==> src/rtl/risc16_mmio_pkg.sv <==
// ---------------------------------------------------------------------------
// risc16_mmio_pkg
// Shared definitions for the risc16 memory-mapped peripheral window
// (0xFF00-0xFF0F): register offsets (word index daddr[3:1]), STATUS and
// TCTRL bit positions, the UART TX state type and a byte-lane merge helper.
// ---------------------------------------------------------------------------
package risc16_mmio_pkg;

    // Register offsets, selected by daddr[3:1]
    localparam logic [2:0] OFS_TXDATA = 3'd0;
    localparam logic [2:0] OFS_STATUS = 3'd1;
    localparam logic [2:0] OFS_COUNT  = 3'd2;
    localparam logic [2:0] OFS_CMP    = 3'd3;
    localparam logic [2:0] OFS_TCTRL  = 3'd4;

    // STATUS bit positions
    localparam int ST_FULL  = 0;
    localparam int ST_EMPTY = 1;
    localparam int ST_BUSY  = 2;
    localparam int ST_OVF   = 3;

    // TCTRL bit positions
    localparam int TC_EN   = 0;
    localparam int TC_IE   = 1;
    localparam int TC_FLAG = 2;

    typedef enum logic [1:0] {
        IDLE  = 2'd0,
        START = 2'd1,
        DATA  = 2'd2,
        STOP  = 2'd3
    } tx_state_t;

    // dwe0 strobes the high byte lane, dwe1 the low byte lane.
    function automatic logic [15:0] merge_lanes(input logic [15:0] cur,
                                                input logic [15:0] wdata,
                                                input logic        we_hi,
                                                input logic        we_lo);
        return {we_hi ? wdata[15:8] : cur[15:8],
                we_lo ? wdata[7:0]  : cur[7:0]};
    endfunction

endpackage

==> src/rtl/risc16_mmio_fifo.sv <==
// ---------------------------------------------------------------------------
// risc16_mmio_fifo
// Synchronous byte FIFO used as the UART transmit buffer.
//   clk, rst   : clock, synchronous active-high reset (empties the FIFO)
//   push, din  : write request and byte; accepted when not full, or when
//                full and a pop happens in the same cycle
//   pop        : read request; ignored when empty
//   dout       : head entry (combinational, valid when not empty)
//   full/empty : occupancy flags
// DEPTH must be a power of two, at least 2.
// ---------------------------------------------------------------------------
module risc16_mmio_fifo #(
    parameter int DEPTH = 8
) (
    input  logic       clk,
    input  logic       rst,
    input  logic       push,
    input  logic       pop,
    input  logic [7:0] din,
    output logic [7:0] dout,
    output logic       full,
    output logic       empty
);

    localparam int AW = $clog2(DEPTH);

    logic [7:0]  mem [DEPTH];
    // One extra pointer bit distinguishes full from empty when the indices match.
    logic [AW:0] wr_ptr;
    logic [AW:0] rd_ptr;
    logic        do_push;
    logic        do_pop;

    assign do_pop  = pop && !empty;
    assign do_push = push && (!full || do_pop);

    assign empty = (wr_ptr == rd_ptr);
    assign full  = (wr_ptr[AW] != rd_ptr[AW]) && (wr_ptr[AW-1:0] == rd_ptr[AW-1:0]);
    assign dout  = mem[rd_ptr[AW-1:0]];

    always_ff @(posedge clk) begin
        if (rst) begin
            wr_ptr <= '0;
            rd_ptr <= '0;
        end else begin
            if (do_push) wr_ptr <= wr_ptr + 1'b1;
            if (do_pop)  rd_ptr <= rd_ptr + 1'b1;
        end
    end

    // When full with a simultaneous pop, the write lands in the slot being
    // vacated; the popped value is taken from dout before this edge.
    always_ff @(posedge clk) begin
        if (do_push) mem[wr_ptr[AW-1:0]] <= din;
    end

endmodule

==> src/rtl/risc16_mmio.sv <==
// ---------------------------------------------------------------------------
// risc16_mmio
// Peripheral window on the risc16ba data port at 0xFF00-0xFF0F: a buffered
// 8N1 UART transmitter and an optional compare-match timer.
//
// Registers (daddr[3:1], daddr[0] ignored):
//   0xFF00 TXDATA  W   push one byte (dwe1 -> ddout[7:0], dwe0 only -> ddout[15:8])
//   0xFF02 STATUS  R/W bit0 full, bit1 empty, bit2 busy, bit3 overflow (write 1 clears)
//   0xFF04 COUNT   R/W timer count
//   0xFF06 CMP     R/W compare value
//   0xFF08 TCTRL   R/W bit0 en, bit1 ie, bit2 flag (write 1 clears)
//
// Ports:
//   clk, rst         : clock, synchronous active-high reset
//   daddr, ddout     : CPU data address and write data
//   doe              : CPU read strobe
//   dwe0, dwe1       : byte write strobes for [15:8] and [7:0]
//   sel              : address falls in the window (combinational)
//   rdata            : combinational read data, 0 unless sel && doe
//   txd              : UART serial output, idle high
//   irq              : timer interrupt, flag & ie
//
// Configuration macro RISC16_MMIO_TIMER_EN: when defined the timer is built;
// otherwise COUNT/CMP/TCTRL read 0, ignore writes, and irq is 0.
//
// TX state table:
//   IDLE  | line high; pops the FIFO when it holds data
//   START | start bit (0) for CLK_DIV cycles
//   DATA  | 8 data bits LSB first, CLK_DIV cycles each
//   STOP  | stop bit (1) for CLK_DIV cycles, then back to IDLE
// ---------------------------------------------------------------------------
module risc16_mmio
    import risc16_mmio_pkg::*;
#(
    parameter logic [15:0] CLK_DIV    = 16'd868,
    parameter int          FIFO_DEPTH = 8
) (
    input  logic        clk,
    input  logic        rst,
    input  logic [15:0] daddr,
    input  logic [15:0] ddout,
    input  logic        doe,
    input  logic        dwe0,
    input  logic        dwe1,
    output logic        sel,
    output logic [15:0] rdata,
    output logic        txd,
    output logic        irq
);

    localparam logic [15:0] BIT_RELOAD = CLK_DIV - 16'd1;

    // ---------------------------------------------------------------- decode
    logic [2:0] ofs;
    logic       wr_any;
    logic       wr_txdata;
    logic       wr_status;
    logic       unused_addr_bit;

    assign sel       = (daddr[15:4] == 12'hFF0);
    assign ofs       = daddr[3:1];
    assign wr_any    = sel && (dwe0 || dwe1);
    assign wr_txdata = wr_any && (ofs == OFS_TXDATA);
    assign wr_status = wr_any && (ofs == OFS_STATUS);

    // Byte accesses to either half of a register select the same register.
    assign unused_addr_bit = daddr[0];

    // ------------------------------------------------------------------ FIFO
    logic [7:0] push_byte;
    logic [7:0] fifo_dout;
    logic       fifo_full;
    logic       fifo_empty;
    logic       fifo_pop;

    // A word store carries the byte in the low lane, same as an SB to the odd address.
    assign push_byte = dwe1 ? ddout[7:0] : ddout[15:8];

    risc16_mmio_fifo #(
        .DEPTH (FIFO_DEPTH)
    ) u_fifo (
        .clk   (clk),
        .rst   (rst),
        .push  (wr_txdata),
        .pop   (fifo_pop),
        .din   (push_byte),
        .dout  (fifo_dout),
        .full  (fifo_full),
        .empty (fifo_empty)
    );

    // ----------------------------------------------------------- UART TX FSM
    tx_state_t   state;
    logic [15:0] bit_cnt;
    logic [2:0]  bit_idx;
    logic [7:0]  shreg;
    logic        bit_done;
    logic        overflow;

    assign fifo_pop = (state == IDLE) && !fifo_empty;
    assign bit_done = (bit_cnt == 16'd0);

    // txd is registered so the pin never glitches on state decode.
    always_ff @(posedge clk) begin
        if (rst) begin
            state   <= IDLE;
            bit_cnt <= 16'd0;
            bit_idx <= 3'd0;
            shreg   <= 8'h00;
            txd     <= 1'b1;
        end else begin
            case (state)
                IDLE: begin
                    if (!fifo_empty) begin
                        state   <= START;
                        shreg   <= fifo_dout;
                        bit_cnt <= BIT_RELOAD;
                        txd     <= 1'b0;
                    end
                end
                START: begin
                    if (bit_done) begin
                        state   <= DATA;
                        bit_cnt <= BIT_RELOAD;
                        bit_idx <= 3'd0;
                        txd     <= shreg[0];
                    end else begin
                        bit_cnt <= bit_cnt - 16'd1;
                    end
                end
                DATA: begin
                    if (bit_done) begin
                        bit_cnt <= BIT_RELOAD;
                        if (bit_idx == 3'd7) begin
                            state <= STOP;
                            txd   <= 1'b1;
                        end else begin
                            bit_idx <= bit_idx + 3'd1;
                            shreg   <= {1'b0, shreg[7:1]};
                            txd     <= shreg[1];
                        end
                    end else begin
                        bit_cnt <= bit_cnt - 16'd1;
                    end
                end
                STOP: begin
                    if (bit_done) begin
                        state <= IDLE;
                        txd   <= 1'b1;
                    end else begin
                        bit_cnt <= bit_cnt - 16'd1;
                    end
                end
                default: begin
                    state <= IDLE;
                    txd   <= 1'b1;
                end
            endcase
        end
    end

    // A push into a full FIFO is only lost when no pop frees a slot that cycle.
    always_ff @(posedge clk) begin
        if (rst) begin
            overflow <= 1'b0;
        end else if (wr_txdata && fifo_full && !fifo_pop) begin
            overflow <= 1'b1;
        end else if (wr_status && dwe1 && ddout[ST_OVF]) begin
            overflow <= 1'b0;
        end
    end

    logic [15:0] status_rd;

    always_comb begin
        status_rd           = 16'h0000;
        status_rd[ST_FULL]  = fifo_full;
        status_rd[ST_EMPTY] = fifo_empty;
        status_rd[ST_BUSY]  = (state != IDLE);
        status_rd[ST_OVF]   = overflow;
    end

    // ----------------------------------------------------------------- timer
    logic [15:0] count_rd;
    logic [15:0] cmp_rd;
    logic [15:0] tctrl_rd;

`ifdef RISC16_MMIO_TIMER_EN
    logic [15:0] count;
    logic [15:0] cmp;
    logic        en;
    logic        ie;
    logic        flag;
    logic        wr_count;
    logic        wr_cmp;
    logic        wr_tctrl;
    logic        match;

    assign wr_count = wr_any && (ofs == OFS_COUNT);
    assign wr_cmp   = wr_any && (ofs == OFS_CMP);
    assign wr_tctrl = wr_any && (ofs == OFS_TCTRL);
    assign match    = en && (count == cmp);

    always_ff @(posedge clk) begin
        if (rst) begin
            count <= 16'h0000;
            cmp   <= 16'h0000;
            en    <= 1'b0;
            ie    <= 1'b0;
            flag  <= 1'b0;
        end else begin
            // CPU write beats both the match reload and the increment.
            if (wr_count) begin
                count <= merge_lanes(count, ddout, dwe0, dwe1);
            end else if (match) begin
                count <= 16'h0000;
            end else if (en) begin
                count <= count + 16'd1;
            end

            if (wr_cmp) cmp <= merge_lanes(cmp, ddout, dwe0, dwe1);

            if (wr_tctrl && dwe1) begin
                en <= ddout[TC_EN];
                ie <= ddout[TC_IE];
            end

            // A match masked by a COUNT write does not set the flag; a real
            // match outranks a simultaneous software clear.
            if (match && !wr_count) begin
                flag <= 1'b1;
            end else if (wr_tctrl && dwe1 && ddout[TC_FLAG]) begin
                flag <= 1'b0;
            end
        end
    end

    always_comb begin
        tctrl_rd          = 16'h0000;
        tctrl_rd[TC_EN]   = en;
        tctrl_rd[TC_IE]   = ie;
        tctrl_rd[TC_FLAG] = flag;
    end

    assign count_rd = count;
    assign cmp_rd   = cmp;
    assign irq      = flag & ie;
`else
    assign count_rd = 16'h0000;
    assign cmp_rd   = 16'h0000;
    assign tctrl_rd = 16'h0000;
    assign irq      = 1'b0;
`endif

    // ------------------------------------------------------------- read mux
    always_comb begin
        rdata = 16'h0000;
        if (sel && doe) begin
            case (ofs)
                OFS_STATUS: rdata = status_rd;
                OFS_COUNT:  rdata = count_rd;
                OFS_CMP:    rdata = cmp_rd;
                OFS_TCTRL:  rdata = tctrl_rd;
                default:    rdata = 16'h0000;
            endcase
        end
    end

endmodule
==> config.mk <==
export PLATFORM = sky130hd
export DESIGN_NAME = risc16_mmio
export DESIGN_NICKNAME = d
export VERILOG_FILES = /design/src/rtl/risc16_mmio_pkg.sv /design/src/rtl/risc16_mmio_fifo.sv /design/src/rtl/risc16_mmio.sv
export SDC_FILE = /design/constraint.sdc
export NUM_CORES = 1
export LEC_CHECK = 0
export ABC_CLOCK_PERIOD_IN_PS = 4400
export CAP_MARGIN = 20
export CORE_MARGIN = 5
export CORE_UTILIZATION = 25
export DETAILED_ROUTE_END_ITERATION = 16
export PLACE_DENSITY = 0.43
export SLEW_MARGIN = 20
export SYNTH_ARGS = -nofsm -noshare
export SYNTH_HDL_FRONTEND = slang
export SYNTH_SLANG_ARGS = --single-unit
==> constraint.sdc <==
create_clock -name clk -period 4.4 [get_ports clk]
set_input_delay 0.88 -clock clk [delete_from_list [all_inputs] [get_ports clk]]
set_output_delay 0.88 -clock clk [all_outputs]
set_load 0.1 [all_outputs]
Word level (Yosys, flattened, before mapping)
Memories as Yosys holds them, arrays and structs flattened. A register that Yosys moved wholly into a read port is not among the register bits.
Index checks and enable logic that the tools add are counted.
Storage, ports and cells
  bits in registers: 39
  memory bits (writable): 64
  word-level logic and storage cells: 92
  memories kept: 1
Memories
  u_fifo.mem: depth 8, width 8, read ports 1, clocked after memory_dff 1, write ports 1, RTL line risc16_mmio_fifo.sv:27  | logic [7:0] mem [DEPTH];
Cells by class
  add/subtract/negate cells: 4
  equality and inequality tests: 16
  mux-type cells: 33
  reduce and logical (&&, ||, !) cells: 30
Operators by type and width (count)
  16-bit 2-to-1 mux: 3
  16-bit case mux with 3 select lines: 1
  8-bit 2-to-1 mux: 4
  16-bit logical NOT: 1
  8-bit case mux with 2 select lines: 1
  16-bit by 1-bit subtractor with 16-bit output (second input constant): 1
  3-bit 2-to-1 mux: 5
  2-bit != test (second input constant): 7
  12-bit == test (second input constant): 1
  1-bit logical AND: 12
  4-bit AND reduction: 3
  2-bit 2-to-1 mux: 5
  1-bit 2-to-1 mux: 9
  4-bit by 1-bit adder with 4-bit output (second input constant): 2
  4-bit 2-to-1 mux: 2
  2-bit case mux with 4 select lines: 1
  2-bit nonzero test: 4
  3-bit case mux with 2 select lines: 1
  5-bit AND reduction: 1
  2-bit == test (second input constant): 2
  4-bit == test: 1
  1-bit case mux with 4 select lines: 1
  3-bit by 1-bit adder with 3-bit output (second input constant): 1
  3-bit by 1-bit == test with 1-bit output (second input constant): 1
  10 further kinds: 13

Logic depth before layout (Yosys ltp)
  depth in word-level cells: 8
  gate-level depth with buffers: 9

Hierarchy
Synthesis repeated with hierarchy kept, for this count alone.
Second synthesis, totals
  cell total of the unflattened synthesis: 436
  area total of the unflattened synthesis: 5292.6 um^2
Modules (own cells, without submodules)
  risc16_mmio_fifo: times used 1, cells each 164, area an instance 3012.9 um^2, sequential area each 2142.1 um^2
  risc16_mmio: times used 1, cells each 272, area an instance 2279.7 um^2, sequential area each 620.6 um^2

Worst setup path after synthesis
OpenSTA, ideal clock, no wires.
  path type: in2out
  from: input daddr[5]
  to: output rdata[0]
  arrival: 5.562 ns
  required time: 3.520 ns
  setup slack: -2.042 ns
  stages: 4
  path buffers: 0
  cells stage by stage: or4b_2 -> nor3_1 -> nand4_1 -> nor2_1
Between the ends
  longest elaborated chain between the ends: 3
RTL lines
  start, declared: RTL line risc16_mmio.sv:40  | input logic [15:0] daddr,
  12-bit == test: RTL line risc16_mmio.sv:60  | assign sel = (daddr[15:4] == 12'hFF0);
  net sel: RTL line risc16_mmio.sv:45  | output logic sel,
  1-bit logical AND: RTL line risc16_mmio.sv:258  | if (sel && doe) begin
  4-bit 2-to-1 mux: RTL line risc16_mmio.sv:258
  end, declared: RTL line risc16_mmio.sv:46  | output logic [15:0] rdata,
The timed path passes the listed nets, and every way through them passes these cells.

Final worst setup path
  from: input daddr[5]
  to: output rdata[1]
Between the ends
  longest elaborated chain between the ends: 3
RTL lines (RTL line)
  12-bit == test: risc16_mmio.sv:60
  1-bit logical AND: risc16_mmio.sv:258
  4-bit 2-to-1 mux: risc16_mmio.sv:258
No other way between the ends.

==> results.json <==
{
  "holdWs_ps": 467,
  "cp_cell_sequence": "clkdlybuf4s50_1, or4b_2, nor3_4, nand4_1, nor2_2, buf_12",
  "die_h_um": 150,
  "layout_commonest_cell": "edfxtp_1",
  "avgSynthCellArea_sq_um": 12.1,
  "via_per_inst": 4.48,
  "slew_headroom_pct": 34.0,
  "initial_core_util_pct": 25.3,
  "cts.sinks": 106,
  "antenna_left": 0,
  "status": "complete, no violations",
  "finalHoldViolCount": 0,
  "track_usage_pct": 10.0,
  "cp_top_family": "simple AND/OR/NAND/NOR gates",
  "total_power_uw": 3130,
  "yosysSeqAreaShare_pct": 56.2,
  "stdcell_count": 718,
  "row_count": 51,
  "tightestPinTransition_ps": 990,
  "area_growth_pct": 21.7,
  "clock.fmax_mhz": 262,
  "cts_max_level": 3,
  "numCtsBuffers": 9,
  "postCtsHoldBufs": 0,
  "post-route-period-util_pct": 86.7,
  "hold_depth": 1,
  "cap_viol_max_count": 0,
  "critPathRequiredTime_ps": 3520,
  "ys_warn_count": 0,
  "clk_pin_slew_ps": 70,
  "netlist_area_sq_um": 4910,
  "drc": 0,
  "globalRoute.totalOverflow": 0,
  "critPathMaxStageDelay_ps": 730,
  "final-setup-viol-count": 0,
  "cts_tree": "built",
  "synth_cells": 405,
  "clock_path_buffers": 2,
  "start_kind": "input pin",
  "rsz0062_at_grt": "no",
  "crit_cells": 6,
  "worstSkewPairLatency_ps": 350,
  "worstRegToRegCells": 7,
  "nets": 494,
  "synth_flop_cell": "edfxtp_1",
  "initialDrtViolationCount": 187,
  "path_class": "in -> out",
  "cp.arrival_ps": 2930,
  "wl_mm": 10.9,
  "path_max_fanout": 4,
  "p_leak_uw": 0.00204,
  "via_count": 3216,
  "crit_path_top_delay_cell": "or4b_2",
  "antenna_found_initial": 0,
  "post-route-min-period_ps": 3810,
  "num_antenna_cells": 0,
  "firstDrtPassIters": 4,
  "seq_area_sq_um": 2760,
  "post_cts_buffers": 0,
  "dp_hpwl_mm": 7.44,
  "cts-root-buf": "clkbuf_16",
  "grt_max_degree": 25,
  "endpoint_kind": "output pin",
  "core_sq_um": 19400,
  "die_w_um": 150,
  "ys_types": 52,
  "pwr_density_cell_nw_per_um2": 523,
  "grt_pass1_wl_mm": 17.4,
  "synth-seq-cells": 106,
  "multi_input_area_sq_um": 1980,
  "io-pin-count": 56,
  "synth_edf_count": 64,
  "dpl.cell_count": 702,
  "dieArea_sq_um": 22600,
  "hold_class": "reg -> reg",
  "fillers": 2005,
  "grt_pass1_vias": 3112,
  "worst-path-buf-inv": 2,
  "drv_slew": 0,
  "drive_gt1_share_pct": 15.2,
  "fin_worst_skew_ps": 11.6,
  "port-buffer-count": 41,
  "wire_per_inst_um": 15.2,
  "async_flop_share_pct": 0,
  "ir_worst_vdd_mv": 0.266,
  "gp_congestion": 0.745,
  "cts_resized": 0,
  "mostFrequentLayoutCells": "edfxtp_1 (64), dfxtp_1 (41), clkdlybuf4s50_1 (36)"
}
==> per-stage QoR <==
step | setup TNS [ps] | setup slack, ps | area [sq um] | utilization [%]
after CTS | 0 | 564 | 5980 | 30.8
after detailed placement | 0 | 564 | 5670 | 29.2
after floorplan | -852 | -222 | 4980 | -
final | 0 | 585 | 5980 | 30.8
after global routing | 0 | 496 | 5980 | 30.8
after global placement | 0 | 602 | 5670 | 29.2
==> kinds of logic after synthesis <==
logic type / count (synthesis) / share of synthesized area [%]
other: 1 / 0.0763
adders and majority gates: 9 / 2.29
and+or+nand+nor: 122 / 13.2
AOI/OAI and AO/OA: 72 / 9.60
DFF: 106 / 56.2
xor gates and xnor gates: 11 / 1.96
muxes: 37 / 11.8
buffers and inverters: 47 / 4.84
==> worst paths after layout <==
check	endpoint	startpoint	slack, ps
worst max-delay path	rdata[1]	daddr[5]	590
worst min-delay path	shreg[2]	shreg[2]	470
worst max register to register	bit_cnt[13]	bit_cnt[0]	1830
worst min register to register	shreg[2]	shreg[2]	470
==> flip-flops by register name, indices dropped and copies added, names as in the netlist, 2 cells and up, named ones only <==
register	count
u_fifo.mem	64
bit_cnt	16
shreg	8
u_fifo.rd_ptr	4
u_fifo.wr_ptr	4
bit_idx	3
state	2
==> final cells by class <==
cell class / count / area share [%]
multi-input cells: 264 / 33.1
repair buffers: 55 / 9.25
clock inverters: 6 / 1.28
flip-flops and latches: 106 / 46.2
well taps: 265 / 5.55
inverters: 12 / 0.753
clock buffers: 10 / 3.83
==> layer usage <==
metal  vias up  part of all wire [%]  GRT usage [%]
li1       1593                     -              -
met1      1567                    48           13.0
met2        48                    48           16.7
met3         8                   3.5           2.35
met4         0                   1.2           3.02
met5         -                     0              0
==> Yosys cell counts (all sizes together), types with 8 or more instances <==
library cell	instances	area [sq um]
edfxtp	64	1920
dfxtp	42	841
nor2	39	146
a21oi	20	100
buf	19	128
mux4	16	360
clkbuf	15	56.3
o21ai	14	70.1
mux2i	13	130
nor3	13	65.1
inv	12	45.0
nand2	12	45.0
a211oi	11	82.6
or3	11	73.8
ha	9	113
xor2	9	78.8
mux2	8	90.1
==> power by group <==
| group | internal [uW] | switching [uW] | total (uW) |
|---|---|---|---|
| logic | 419 | 584 | 1000 |
| registers | 1160 | 125 | 1280 |
| clock network | 455 | 388 | 842 |
| total | 2030 | 1100 | 3130 |
(Power assumes the default switching activity.)
